**src/rtl/pulse_pkg.sv**
```systemverilog
// Shared types and sizing helpers for the pulse_shaper datapath.
package pulse_pkg;

  typedef enum logic [1:0] {
    IDLE  = 2'd0,
    PULSE = 2'd1,
    GAP   = 2'd2
  } pulse_state_t;

  // Width of the gap down-counter; never narrower than one bit.
  function automatic int gap_cnt_width(input int gap);
    int w;
    w = $clog2(gap + 1);
    return (w < 1) ? 1 : w;
  endfunction

endpackage

```
**src/rtl/pulse_shaper_bit_sync.sv**
```systemverilog
// Multi-flop synchroniser for a single asynchronous bit; chain clears to 0 on reset.
module bit_sync #(
  parameter int SYNC_STAGES = 2
) (
  input  logic clk,
  input  logic rst_n,
  input  logic d,
  output logic q
);

  logic [SYNC_STAGES-1:0] sync_q;
  logic [SYNC_STAGES-1:0] sync_d;

  always_comb begin
    sync_d = {sync_q[SYNC_STAGES-2:0], d};
  end

  always_ff @(posedge clk or negedge rst_n) begin
    if (!rst_n) begin
      sync_q <= '0;
    end else begin
      sync_q <= sync_d;
    end
  end

  assign q = sync_q[SYNC_STAGES-1];

endmodule

```
**src/rtl/pulse_shaper.sv**
```systemverilog
// Turns rising edges of an asynchronous request into queued, gap-separated
// single-cycle pulses on signal_a.
module pulse_shaper
  import pulse_pkg::*;
#(
  parameter int SYNC_STAGES = 2,
  parameter int GAP         = 1,
  parameter int PEND_W      = 4
) (
  input  logic              clk,
  input  logic              reset,
  input  logic              req_in,
  input  logic              pulse_en,
  input  logic              ovf_clr,
  output logic              signal_a,
  output logic [PEND_W-1:0] pend_cnt,
  output logic              busy,
  output logic              overflow
);

  localparam int                GCW      = gap_cnt_width(GAP);
  localparam logic [GCW-1:0]    GAP_LOAD = GCW'(GAP - 1);
  localparam logic [PEND_W-1:0] PEND_MAX = '1;

  logic req_sync;
  logic req_last_q, req_last_d;
  logic rise;
  logic issue;
  logic ovf_set;

  pulse_state_t      state_q, state_d;
  logic [GCW-1:0]    gap_cnt_q, gap_cnt_d;
  logic [PEND_W-1:0] pend_cnt_q, pend_cnt_d;
  logic              overflow_q, overflow_d;
  logic              signal_a_q, signal_a_d;
  logic              busy_q, busy_d;

  bit_sync #(
    .SYNC_STAGES(SYNC_STAGES)
  ) u_req_sync (
    .clk  (clk),
    .rst_n(reset),
    .d    (req_in),
    .q    (req_sync)
  );

  always_comb begin
    req_last_d = req_sync;
    rise       = req_sync & ~req_last_q;
  end

  // The parameter GAP shadows the enum literal, so states are package-qualified.
  always_comb begin
    state_d   = state_q;
    gap_cnt_d = gap_cnt_q;
    issue     = 1'b0;
    case (state_q)
      pulse_pkg::IDLE: begin
        if ((pend_cnt_q != '0) && pulse_en) begin
          state_d = pulse_pkg::PULSE;
          issue   = 1'b1;
        end
      end
      pulse_pkg::PULSE: begin
        state_d   = pulse_pkg::GAP;
        gap_cnt_d = GAP_LOAD;
      end
      pulse_pkg::GAP: begin
        if (gap_cnt_q == '0) begin
          state_d = pulse_pkg::IDLE;
        end else begin
          gap_cnt_d = gap_cnt_q - 1'b1;
        end
      end
      default: begin
        state_d = pulse_pkg::IDLE;
      end
    endcase
  end

  // A simultaneous event and issue cancel out; a lost event latches overflow.
  always_comb begin
    pend_cnt_d = pend_cnt_q;
    ovf_set    = 1'b0;
    if (rise && !issue) begin
      if (pend_cnt_q == PEND_MAX) begin
        ovf_set = 1'b1;
      end else begin
        pend_cnt_d = pend_cnt_q + 1'b1;
      end
    end else if (issue && !rise) begin
      pend_cnt_d = pend_cnt_q - 1'b1;
    end

    overflow_d = overflow_q;
    if (ovf_set) begin
      overflow_d = 1'b1;
    end else if (ovf_clr) begin
      overflow_d = 1'b0;
    end
  end

  always_comb begin
    signal_a_d = (state_d == pulse_pkg::PULSE);
    busy_d     = (state_d != pulse_pkg::IDLE);
  end

  always_ff @(posedge clk or negedge reset) begin
    if (!reset) begin
      req_last_q <= 1'b0;
      state_q    <= pulse_pkg::IDLE;
      gap_cnt_q  <= '0;
      pend_cnt_q <= '0;
      overflow_q <= 1'b0;
      signal_a_q <= 1'b0;
      busy_q     <= 1'b0;
    end else begin
      req_last_q <= req_last_d;
      state_q    <= state_d;
      gap_cnt_q  <= gap_cnt_d;
      pend_cnt_q <= pend_cnt_d;
      overflow_q <= overflow_d;
      signal_a_q <= signal_a_d;
      busy_q     <= busy_d;
    end
  end

  assign signal_a = signal_a_q;
  assign pend_cnt = pend_cnt_q;
  assign busy     = busy_q;
  assign overflow = overflow_q;

endmodule

```
**config.mk**
```make
export PLATFORM = sky130hd
export DESIGN_NAME = pulse_shaper
export DESIGN_NICKNAME = d
export VERILOG_FILES = /design/src/rtl/pulse_pkg.sv /design/src/rtl/pulse_shaper_bit_sync.sv /design/src/rtl/pulse_shaper.sv
export SDC_FILE = /design/constraint.sdc
export NUM_CORES = 1
export LEC_CHECK = 0
export ABC_AREA = 1
export CAP_MARGIN = 20
export CORE_AREA = 3 3 40 42
export CTS_BUF_LIST = sky130_fd_sc_hd__clkbuf_4 sky130_fd_sc_hd__clkbuf_8
export DETAILED_ROUTE_END_ITERATION = 10
export DIE_AREA = 0 0 43 45
export PLACE_DENSITY = 0.7
export SETUP_SLACK_MARGIN = 0.02
export SLEW_MARGIN = 10
export SYNTH_ARGS = -nofsm -noshare
export SYNTH_HDL_FRONTEND = slang
export SYNTH_SLANG_ARGS = --single-unit
```
**constraint.sdc**
```tcl
create_clock -name clk -period 2.7 [get_ports clk]
set_clock_uncertainty 0.15 [all_clocks]
set_input_delay 0.54 -clock clk [delete_from_list [all_inputs] [get_ports clk]]
set_output_delay 0.54 -clock clk [all_outputs]
set_load 0.05 [all_outputs]
```
-- After elaboration in Yosys (flattened, before gate mapping)
Cells that the tools add are included.
- register bits: 13
- input bits: 5
- output and inout bits: 7
- word-level logic and storage cells: 44
- add/subtract/negate cells: 3
- eq/ne operators: 5
- muxes and demuxes: 14
- bitwise logic cells: 2
- reductions and logical operators: 12
- operator list (cell ; count):
    4-bit two-way mux ; 3
    2-bit nonzero test ; 4
    1-bit two-way mux ; 7
    2-bit case mux with 3 select lines ; 1
    4-bit by 1-bit adder with 4-bit output, second input constant ; 1
    2-bit by 1-bit == test with 1-bit output, second input constant ; 2
    4-bit == test, second input constant ; 1
    2-bit two-way mux ; 2
    4-bit nonzero test ; 1
    4-bit by 1-bit subtractor with 4-bit output, second input constant ; 1
    1-bit logical AND ; 3
    2-bit == test, second input constant ; 1
    1-bit logical NOT ; 2
    2-bit logical NOT ; 1
    2-bit inequality test, second input constant ; 1
    1-bit case mux with 2 select lines ; 1
    2-bit AND reduction ; 1
    1-bit AND ; 1
    1-bit inverter ; 1
    1-bit subtractor, second input constant ; 1

-- Depth between registers and ports, before layout
Gate-level depths: netlist (run 1).
- word-level depth: 8
- depth in mapped cells: 14
- gate-level depth less buffers: 14

-- By module
From an unflattened synthesis (run 1), not the netlist that was laid out.
- cells, all modules: 57
- area, all modules: 581.8 sq um
- modules (own cells, without submodules) (module ; instances ; cells each ; area each (sq um) ; seq. area each (sq um)):
    pulse_shaper ; 1 ; 55 ; 531.8 ; 250.2
    bit_sync ; 1 ; 2 ; 50.0 ; 50.0

-- Worst setup path before layout (run 1)
Ideal clock, no wire load.
- path kind: reg-to-reg
- from: register pend_cnt_q[0], in the netlist pend_cnt[0]
- to: register pend_cnt_q[3], in the netlist pend_cnt[3]
- setup time: 0.120 ns
- data arrival time: 1.902 ns
- path slack: 0.528 ns
- stages on the path, launching flop included: 14
- buffers on the path: 0
- period minus slack after synthesis: 2.172 ns
- path through: dfrtp_1 nor2_1 nand2_2 nand2_4 nand2_2 ha_1 nand2_1 nand2_1 nor2_1 inv_1 nand2_1 nand3_2 nand2_1 nand2_1
- word-level cells in the longest chain between the ends: 8
- elaborated cells between the ends (all ways): 16
- ends and longest elaborated chain (what ; line ; text):
    start, declared ; pulse_shaper.sv:33 ; logic [PEND_W-1:0] pend_cnt_q, pend_cnt_d;
    start signal, assigned ; pulse_shaper.sv:121 ; pend_cnt_q <= pend_cnt_d;
    4-bit nonzero test ; pulse_shaper.sv:59 ; if ((pend_cnt_q != '0) && pulse_en) begin
    1-bit logical AND ; pulse_shaper.sv:59 ;
    1-bit two-way mux ; pulse_shaper.sv:59 ;
    1-bit two-way mux ; pulse_shaper.sv:57 ; case (state_q)
    1-bit logical NOT ; pulse_shaper.sv:85 ; if (rise && !issue) begin
    1-bit logical AND ; pulse_shaper.sv:85 ;
    2-bit inequality test (no source line) / 2-bit nonzero test (equally long branches) ; - ;
    2-bit AND reduction (no source line) ; - ;
Several ways; a longest one is shown, not always the timed one. The select of a mux whose other input is x is not followed.
A chain may end at the register's enable or synchronous reset.

-- Worst setup path in the final report (run 1)
- from: register pend_cnt_q[1], in the netlist pend_cnt[1]
- to: output port pend_cnt[1]
- RTL lines (what ; line ; text):
    end, declared ; pulse_shaper.sv:16 ; output logic [PEND_W-1:0] pend_cnt,
No word-level cell between the ends.

==> results of run 1 <==
==> cell usage after synthesis <==
master     n  area share, %
nor2_4     2            3.8
nand3b_1   1            1.3
nand4_1    2            2.1
nand3_1    2            1.7
nand3_2    1            1.7
nand2_1    9            5.8
xor2_1     1            1.5
fa_1       1            3.4
nand2_4    2            3.8
ha_1       2            4.3
inv_1      8            5.1
nand3_4    1            3.0
nor2_1     5            3.2
o21ai_0    1           0.85
xnor2_1    1            1.5
o22ai_1    1            1.1
a21oi_1    1           0.85
nand2_2    2            2.1
dfrtp_1   12             51
inv_2      1           0.64
nor2_2     1            1.1
==> per-stage QoR <==
step	power, uW	instance area (sq um)	setup WS [ps]	hold slack, ps
finish	946.3	752.0	423.9	205.8
global route	1027	752.0	280.9	210.7
CTS	954.5	752.0	411.7	207.8
detailed placement	810.8	715.7	162.9	190.5
global placement	804.8	715.7	198.9	186.6
floorplan	669.7	586.8	528.5	94.41
==> worst min path at each step <==
stage,from,end,slack (ps),depth (start not counted)
after floorplan,reset,busy,90,0
after global placement,u_req_sync.sync_q[0],u_req_sync.sync_q[1],190,0
after CTS,u_req_sync.sync_q[0],u_req_sync.sync_q[1],210,0
after global routing,u_req_sync.sync_q[0],u_req_sync.sync_q[1],210,0
final,u_req_sync.sync_q[0],u_req_sync.sync_q[1],210,0
after detailed placement,u_req_sync.sync_q[0],u_req_sync.sync_q[1],190,0
==> layout make-up <==
class	instances	area, sq um
Inverter	9	33.78
Sequential cell	12	300.3
Multi-Input combinational cell	36	252.7
Timing Repair Buffer	11	110.1
Tap cell	15	18.77
Clock buffer	4	36.28
Fill cell	129	533.0
==> sequential cells by signal, summed over array words and instances, names as in the netlist <==
name	flops
pend_cnt	4
state_q	2
u_req_sync.sync_q	2
busy	1
overflow	1
req_last_q	1
signal_a	1
==> cell families (layout without fill, tap and decap cells) <==
family          count (synthesis)  in the layout
simple gates                   28             28
compound gates                  3              3
flops                          12             12
fa+ha+maj                       3              3
xor+xnor                        2              2
buf+inv                         9             24
==> power breakdown <==
group          switching [uW]  leakage [uW]  internal [uW]
clock network            58.8     0.0000210           81.9
logic                     323      0.000189            179
registers                64.5      0.000147            239
==> metal layers <==
layer,GRT usage (%),vias up,wire length [um]
li1,-,211,-
met1,17.86,192,449
met2,20.06,17,431
met3,3.586,4,56
met4,9.036,0,19
met5,0,-,0
==> results by group, run 1 <==
Status
  – Status: complete, no violations

Flow run
  – MaxCap Viol Count: 0

Global routing
  – Largest net degree at the start of global routing: 13
  – Vias in the first global route: approximately 440
  – First-pass GRT wire length: 1890 um
  – GRT Residual Overflow: 0
  – Initial antenna violation count: 0
  – GR Util All Layers: approximately 14%

Worst setup path
  – Req. time, crit path: 2010 ps
  – Reg2reg path depth: 11
  – R2r startpoint: pend_cnt[1]
  – Max FO, Critical Path: 6
  – Worst path cell trace: clkdlybuf4s50_1
  – CP arrival: 1590 ps
  – CP Class: reg2out
  – Setup crit end: pend_cnt[1]
  – Sum of buffers and inverters on the critical path: 1
  – Reg2reg setup slack: 590 ps
  – Worst flop-to-flop path endpoint: pend_cnt[3]
  – Critical Path Start: pend_cnt[1]
  – CP endpoint kind: output port
  – Critical Path Stages: 1
  – Setup crit start kind: register
  – Cell family with most CP delay: buffers and inverters
  – CP peak stage delay: 850 ps
  – Slowest cell on the critical path: clkdlybuf4s50_1

Synth
  – Post-synthesis compound-gate area fraction: 2.772%
  – Largest family of logic cells by synthesized area: simple AND/OR/NAND/NOR gates
  – Post-Synth XOR/XNOR Area: 2.985%
  – Simple-Gate Fraction of Synth Area: roughly 30%
  – Synth warn: 0
  – Mapped Area: 586.8 sq um
  – Post-synthesis mux area share: 0%
  – Number of library cell types mapped by synthesis: 21
  – Syn avg cell area: 10.29 sq um
  – Sequential cell area fraction in the yosys report: 51.17%
  – Syn Nets: 65
  – Seq cells post-synth: 12
  – Post-synthesis cell count: between 50 and 60
  – Post-synthesis adder-cell area fraction: 7.676%

Clocking
  – Clock Tree Root: clkbuf_4
  – Hold_buf cts: 0
  – Setup bufs post-CTS: 0
  – Maximum root-to-sink buffer count: 2
  – Clock-pin slew on the worst setup and hold paths: approximately 80 ps
  – Worst-Skew Late Latency: 270 ps
  – Post_cts resized: 0
  – Num CTS Buffers: 3
  – H-tree levels: 1
  – CTS tree: built
  – CTS sink cnt: 12

Route
  – Vias after detailed routing: 424
  – Final WL: 956 um
  – Routed len/inst: between 10 and 15 um
  – Initial DRC Count: 7
  – Drt pass-1 iters: 4
  – Vias/cell: 4.874
  – Post-route ant nets: 0
  – Drc violations: 0

STA
  – Setup TNS: 0 ps
  – Actual slew at the worst max-slew pin: 518.0 ps
  – Unrepaired setup endpoints after global routing: false
  – Rel. slew slack: 65.36%
  – Max-slew violation count: 0
  – Tcrit/Tclk final: 84.30%
  – Crit path time final: 2276 ps
  – Highest clock rate: 0.4394 GHz
  – Hold Violations, Final: 0
  – # setup viols final: 0

Floorplan
  – IO Count: 12
  – Num rows: 13
  – Chip height: 45 um
  – Die area: 1935 sq um
  – Core area: 1285 sq um
  – Die Span X: 43 um
  – Initial Utilization: 45.67%

Placement
  – Dpl hpwl: 739.2 um
  – Routability Congestion: 0.7065
  – Cells after DPL: 83
  – Number of port buffers: 11

Power
  – Static leakage: roughly 0.00036 uW
  – PD cells: between 1000 and 1500 nW/um^2
  – Peak VDD IR: 0.4913 mV

Layout
  – Commonest cells after routing, fill and taps aside: 12 x dfrtp_1, 11 x clkdlybuf4s50_1, 9 x nand2_1, 8 x inv_1, 5 x nor2_1
  – Ant diodes: 0
  – Non-filler instance count after layout: 87
  – Layout cells sized above 1: between 10% and 20%
  – Final design utilization: slightly below 60%
  – Syn-to-layout area delta: 28.14%
  – Most common cell after layout, fill and taps aside: dfrtp_1
  – NumNets Final: 81

Hold path
  – Worst min-delay path class: reg2reg
(Power assumes the default switching activity.)
==> inputs of run 2 (changes only) <==
--- a/config.mk
+++ b/config.mk
@@ -11,7 +11,7 @@
 export CTS_BUF_LIST = sky130_fd_sc_hd__clkbuf_4 sky130_fd_sc_hd__clkbuf_8
 export DETAILED_ROUTE_END_ITERATION = 10
 export DIE_AREA = 0 0 43 45
-export PLACE_DENSITY = 0.7
+export PLACE_DENSITY = 0.73
 export SETUP_SLACK_MARGIN = 0.02
 export SLEW_MARGIN = 10
 export SYNTH_ARGS = -nofsm -noshare
==> constraint.sdc (replaced) <==
create_clock -name clk -period 1.97 [get_ports clk]
set_clock_uncertainty 0.15 [all_clocks]
set_input_delay 0.394 -clock clk [delete_from_list [all_inputs] [get_ports clk]]
set_output_delay 0.394 -clock clk [all_outputs]
set_load 0.05 [all_outputs]
==> run 2 against run 1 <==
Against the previous run: non-clock buffer count grew 10; combinational power grew 83%; critical endpoint is now pend_cnt[2]; largest cell class unchanged; clock power grew 38%; via count grew 7.5%; routed wire length grew 22%; highest routed layer unchanged.
==> results by group, run 2 (synthesis gave the netlist of run 1 again) <==
Worst setup path
  – Worst flop-to-flop path endpoint: pend_cnt[2] (was pend_cnt[3])
  – Reg2reg path depth: 8 (was 11)
  – Setup crit start kind: register (unchanged)
  – CP Class: reg2reg (was reg2out)
  – CP arrival: 1910 ps (was 1590 ps)
  – Worst path most repeated cell: nand2_4
  – CP endpoint kind: register (was output port)
  – Slowest cell on the critical path: dfrtp_2 (was clkdlybuf4s50_1)
  – Req. time, crit path: 1980 ps (was 2010 ps)
  – CP peak stage delay: 440 ps (was 850 ps)
  – Worst path cell trace: nor2_2 > nand2_2 > nand2_4 > nand2_4 > buf_4 > fa_2 > xnor2_1 > a21oi_1 (was clkdlybuf4s50_1)
  – R2r startpoint: pend_cnt[0] (was pend_cnt[1])
  – Reg2reg setup slack: 70 ps (was 590 ps)
  – Max FO, Critical Path: 5 (was 6)

Placement
  – Number of port buffers: 11 (unchanged)
  – Routability Congestion: 0.7680 (was 0.7065)
  – Cells after DPL: 88 (was 83)
  – Post-DP Area: 775.7 sq um (was 715.7 sq um)
  – Dpl hpwl: 843.7 um (was 739.2 um)

Clocking
  – CTS sink cnt: 12 (unchanged)
  – Num CTS Buffers: 3 (unchanged)
  – Clock Tree Root: clkbuf_4 (unchanged)
  – Clock-pin slew on the worst setup and hold paths: 80 ps (about the same)
  – Maximum root-to-sink buffer count: 2 (unchanged)
  – Hold_buf cts: 0 (unchanged)
  – Worst-Skew Late Latency: 270 ps (about the same)
  – CTS tree: built (unchanged)
  – H-tree levels: 1 (unchanged)

STA
  – Unrepaired setup endpoints after global routing: true (was false)
  – # setup viols final: 0 (unchanged)
  – Highest clock rate: approximately 0.53 GHz
  – Rel. slew slack: 63.16% (was 65.36%)
  – Tcrit/Tclk final: a little over nine tenths
  – Crit path time final: between 1500 and 2000 ps
  – Setup TNS: 0 ps (unchanged)
  – Hold Violations, Final: 0 (unchanged)
  – Max-slew violation count: 0 (unchanged)
  – Actual slew at the worst max-slew pin: 550.8 ps (was 518.0 ps)

Global routing
  – First-pass GRT wire length: 1856 um (was 1890 um)
  – GR Util All Layers: 13.28% (was 13.67%)
  – GRT Residual Overflow: 0 (unchanged)
  – Largest net degree at the start of global routing: 13 (unchanged)
  – Initial antenna violation count: 0 (unchanged)
  – Vias in the first global route: 461 (was 435)

Layout
  – Syn-to-layout area delta: 47.76% (was 28.14%)
  – Non-filler instance count after layout: 97 (was 87)
  – Most common cell after layout, fill and taps aside: buf_4 (was dfrtp_1)
  – NumNets Final: 91 (was 81)
  – Max FFs per register: 4 (unchanged)
  – Cell area after layout: 867.1 sq um (was 752.0 sq um)
  – Fillers: 100 (was 129)
  – Layout cells sized above 1: 53.66% (was 19.44%)
  – Ant diodes: 0 (unchanged)
  – Commonest cells after routing, fill and taps aside: 17 x buf_4, 8 x inv_1, 8 x dfrtp_1, 7 x nand2_1 (was 12 x dfrtp_1, 11 x clkdlybuf4s50_1, 9 x nand2_1, 8 x inv_1, 5 x nor2_1)
  – Final design utilization: 67.48% (was 58.52%)

Floorplan
  – Initial Utilization: 45.67% (unchanged)
  – Die Span X: 43 um (unchanged)
  – Core area: 1285 sq um (unchanged)
  – Die area: 1935 sq um (unchanged)
  – Num rows: 13 (unchanged)
  – IO Count: 12 (unchanged)
  – Chip height: 45 um (unchanged)

Hold path
  – Worst Hold Launch: u_req_sync.sync_q[0] (unchanged)
  – Hold Path Cell Cnt: 0 (unchanged)
  – Worst min-delay path class: reg2reg (unchanged)
  – Hold EP: u_req_sync.sync_q[1] (unchanged)

Route
  – Vias/cell: 4.701 (was 4.874)
  – Drt pass-1 iters: 4 (unchanged)
  – Vias after detailed routing: 456 (was 424)
  – Drc violations: 0 (unchanged)
  – Initial DRC Count: 6 (was 7)
  – Routed len/inst: 12.06 um (was 10.99 um)
  – Post-route ant nets: 0 (unchanged)
  – Final WL: 1170 um (was 956 um)

Power
  – Sequential share of power: 26.3% (was 32.1%)
  – Power Internal: 816.1 uW (was 499.7 uW)
  – PD cells: 1743 nW/um^2 (was 1258 nW/um^2)
  – Static leakage: 0.0004216 uW (was 0.0003568 uW)
  – Clock power frac: 12.9% (was 14.9%)
  – Switching Share: 45.99% (was 47.19%)
  – Comb pwr share: 60.9% (was 53.0%)
  – Psw: 695.0 uW (was 446.5 uW)
  – Final Power: 1511 uW (was 946.3 uW)
  – Peak VDD IR: 0.9513 mV (was 0.4913 mV)

Flow run
  – MaxCap Viol Count: 0 (unchanged)

Status
  – Status: complete, no violations (unchanged)
run 2: cell count changes in the layout (fill, tap and decap cells not counted), sizes merged:
| cell | delta |
|---|---|
| clkdlybuf4s50 | -8 |
| dlymetal6s2s | +1 |
| buf | +17 |
run 2: cell type report:
| class | count | area [sq um] | share of cell area (%) |
|---|---|---|---|
| timing repair buffer | 21 | 170.2 | 19.62 |
| multi-input combinational | 36 | 302.8 | 34.92 |
| inverter | 9 | 33.78 | 3.896 |
| clock buffer | 4 | 36.28 | 4.185 |
| tap | 15 | 18.77 | 2.165 |
| sequential | 12 | 305.3 | 35.21 |
run 2: layer usage:
metal | share of wire (%) | vias up | GRT usage [%] | wire length [um]
met2 | 46 | 11 | 19.46 | 542
met5 | 0 | - | 0 | 0
li1 | - | 228 | - | -
met1 | 46 | 213 | 16.92 | 533
met3 | 5.5 | 4 | 2.789 | 64
met4 | 2.5 | 0 | 10.84 | 29
run 2: worst max path at each step:
stage / start / to / slack (ps) / cells past startpoint
finish: pend_cnt[0] / pend_cnt[2] / 70 / 8
global route: pend_cnt[0] / pend_cnt[2] / -20 / 8
CTS: pulse_en / pend_cnt[3] / 20 / 12
detailed placement: pulse_en / pend_cnt[3] / -260 / 14
global placement: pulse_en / pend_cnt[3] / -240 / 14
floorplan: pend_cnt[2] / pend_cnt[3] / 50 / 12
run 2: power by group through the flow:
stage	Sequential [uW]	Combinational, uW	Clock (uW)
6_report	397	920	194
3_3_place_gp	411	785	0
3_5_place_dp	414	810	0
5_1_grt	404	996	216
2_1_floorplan	649	319	0
4_1_cts	410	814	203
run 2: repair_timing:
item,4_1_cts,5_1_grt
setup endpoints to repair,0,1
gates resized for setup,0,6
buffers inserted,0,6
run 2: worst max-delay path, delay by kind of cell (launching register included):
family / cells / cell delay [ps]
AOI/OAI and AO/OA: 1 / 90
xor gates and xnor gates: 1 / 190
adders and majority gates: 1 / 380
buffers and inverters: 1 / 160
DFF: 1 / 440
and+or+nand+nor: 4 / 360
run 2: through the flow:
stage	hold slack, ps	setup WS (ps)
2_1_floorplan	-51.59	51.43
4_1_cts	207.9	21.68
3_3_place_gp	184.4	-237.8
6_report	206.1	67.30
3_5_place_dp	190.3	-261.2
5_1_grt	221.2	-21.64
==> inputs of run 3 (changes only) <==
--- a/config.mk
+++ b/config.mk
@@ -9,8 +9,10 @@
 export CAP_MARGIN = 20
 export CORE_AREA = 3 3 40 42
 export CTS_BUF_LIST = sky130_fd_sc_hd__clkbuf_4 sky130_fd_sc_hd__clkbuf_8
+export CTS_CLUSTER_SIZE = 28
 export DETAILED_ROUTE_END_ITERATION = 10
 export DIE_AREA = 0 0 43 45
+export GPL_TIMING_DRIVEN = 0
 export PLACE_DENSITY = 0.73
 export SETUP_SLACK_MARGIN = 0.02
 export SLEW_MARGIN = 10
==> run 3 against run 2 <==
Against the previous run: fmax grew 1.8%; worst setup slack gained 33 ps; cell count shrank 4.1%; final area shrank 1.4%; sequential share of layout area grew 0.52 points; via count grew 0.22%; clock-buffer cell count is the same; die area is the same; sequential cell count is the same.
==> results by group, run 3 (synthesis gave the netlist of run 1 again) <==
Status
  – Status: complete, no violations (unchanged)

Global routing
  – GRT Residual Overflow: 0 (unchanged)
  – Initial antenna violation count: 0 (unchanged)
  – Vias in the first global route: 434 (was 461)
  – Largest net degree at the start of global routing: 13 (unchanged)
  – GR Util All Layers: 12.99% (was 13.28%)
  – First-pass GRT wire length: 1869 um (was 1856 um)

STA
  – Unrepaired setup endpoints after global routing: true (unchanged)
  – Crit path time final: 1869 ps (was 1903 ps)
  – Actual slew at the worst max-slew pin: 532.3 ps (was 550.8 ps)
  – Highest clock rate: 0.5350 GHz (was 0.5256 GHz)
  – Tcrit/Tclk final: 94.89% (was 96.58%)
  – Fin worst setup slack: 100.7 ps (was 67.30 ps)
  – Hold Violations, Final: 0 (unchanged)
  – Rel. slew slack: 64.40% (was 63.16%)
  – # setup viols final: 0 (unchanged)
  – Max-slew violation count: 0 (unchanged)

Floorplan
  – Core area: 1285 sq um (unchanged)
  – Chip height: 45 um (unchanged)
  – Initial Utilization: 45.67% (unchanged)
  – Num rows: 13 (unchanged)
  – Die Span X: 43 um (unchanged)
  – Die area: 1935 sq um (unchanged)
  – IO Count: 12 (unchanged)

Layout
  – Layout cells sized above 1: 44.87% (was 53.66%)
  – Ant diodes: 0 (unchanged)
  – Cell area after layout: 854.6 sq um (was 867.1 sq um)
  – Fillers: 104 (was 100)
  – Max FFs per register: 4 (unchanged)
  – NumNets Final: 87 (was 91)
  – Syn-to-layout area delta: 45.63% (was 47.76%)
  – Commonest cells after routing, fill and taps aside: 8 x inv_1, 8 x dfrtp_1, 6 x dlygate4sd2_1, 6 x buf_4 (was 17 x buf_4, 8 x inv_1, 8 x dfrtp_1, 7 x nand2_1)

Route
  – Drt pass-1 iters: 5 (was 4)
  – Vias/cell: 4.914 (was 4.701)
  – Initial DRC Count: 5 (was 6)
  – Drc violations: 0 (unchanged)
  – Post-route ant nets: 0 (unchanged)
  – Routed len/inst: 13.18 um (was 12.06 um)
  – Final WL: 1226 um (was 1170 um)
  – Vias after detailed routing: 457 (was 456)

Clocking
  – Clock-pin slew on the worst setup and hold paths: 80 ps (about the same)
  – Maximum root-to-sink buffer count: 2 (unchanged)
  – Hold_buf cts: 0 (unchanged)
  – H-tree levels: 1 (unchanged)
  – Worst-Skew Late Latency: 270 ps (about the same)
  – CTS tree: built (unchanged)
  – CTS sink cnt: 12 (unchanged)
  – Clock Tree Root: clkbuf_4 (unchanged)
  – Num CTS Buffers: 3 (unchanged)

Power
  – Static leakage: 0.0004240 uW (was 0.0004216 uW)
  – PD cells: 1729 nW/um^2 (was 1743 nW/um^2)
  – Peak VDD IR: 0.8952 mV (was 0.9513 mV)

Placement
  – Post-DP Area: 755.7 sq um (was 775.7 sq um)
  – DP Worst Slack: -339.0 ps (was -261.2 ps)
  – Routability Congestion: 0.7258 (was 0.7680)
  – Number of port buffers: 11 (unchanged)
  – Dpl hpwl: 727.5 um (was 843.7 um)

Worst setup path
  – Max FO, Critical Path: 6 (was 5)
  – CP endpoint kind: register (unchanged)
  – Critical Path Start: pend_cnt[0] (unchanged)
  – Req. time, crit path: 1990 ps (was 1980 ps)
  – CP Class: reg2reg (unchanged)
  – R2r startpoint: pend_cnt[0] (unchanged)
  – CP arrival: 1890 ps (was 1910 ps)
  – Setup crit start kind: register (unchanged)

Flow run
  – MaxCap Viol Count: 0 (unchanged)

Hold path
  – Worst Hold Launch: u_req_sync.sync_q[0] (unchanged)
  – Worst min-delay path class: reg2reg (unchanged)
## run 3: worst paths after layout
path / to / cells past startpoint / slack (ps)
setup / recovery: pend_cnt[3] / 13 / 100
hold / removal: u_req_sync.sync_q[1] / 0 / 210
setup reg to reg: pend_cnt[3] / 13 / 100
hold reg to reg: u_req_sync.sync_q[1] / 0 / 210
max in group asynchronous: pend_cnt[3] / 1 / 980
min in group asynchronous: signal_a / 1 / 310
## run 3: power breakdown
group          internal (uW)  total, uW  switching (uW)
Combinational            329        851             522
Sequential               336        430            93.6
Clock                    112        198            85.3
## run 3: layout make-up
| cell class | count | area (sq um) | share of cell area [%] |
|---|---|---|---|
| inverter | 9 | 33.78 | 3.953 |
| clock buffer | 4 | 36.28 | 4.246 |
| sequential | 12 | 305.3 | 35.72 |
| multi-input combinational | 36 | 307.8 | 36.02 |
| tap | 15 | 18.77 | 2.196 |
| timing repair buffer | 17 | 152.6 | 17.86 |
## run 3: what timing repair did
item / CTS / global route
pin swaps: 7 / 6
hold endpoints to repair: 0 / 0
gates resized for setup: 10 / 5
buffers inserted: 3 / 3
endpoints found under the setup margin: 6 / 4
## run 3: critical path, cell delays in order, from the launching register on
cell	delay [ps]
dfrtp_2	470
nor2_2	110
nand2_2	80
nand2_4	70
nand2_4	70
ha_4	250
nand2_2	60
nor2_1	40
nor2_2	150
inv_1	70
nand2_2	70
nand3_2	70
nand2_1	60
nand2_1	40
## run 3: through the flow
step	total power (uW)	std cells	setup TNS (ps)	utilization [%]	hold slack, ps
2_1_floorplan	968.0	57	0	-	-51.59
3_3_place_gp	1157	83	-509.7	58.81	185.7
3_5_place_dp	1171	83	-546.2	58.81	190.5
4_1_cts	1384	90	0	63.78	207.5
5_1_grt	1574	93	-12.86	66.50	209.9
6_report	1478	93	0	66.50	205.3
## run 3: metal layers
metal | share of wire (%) | vias to the layer above | global-route usage (%)
met3 | 5.1 | 2 | 2.390
met1 | 45 | 222 | 16.84
met5 | 0 | - | 0
li1 | - | 222 | -
met2 | 50 | 11 | 20.66
met4 | 0.65 | 0 | 7.229
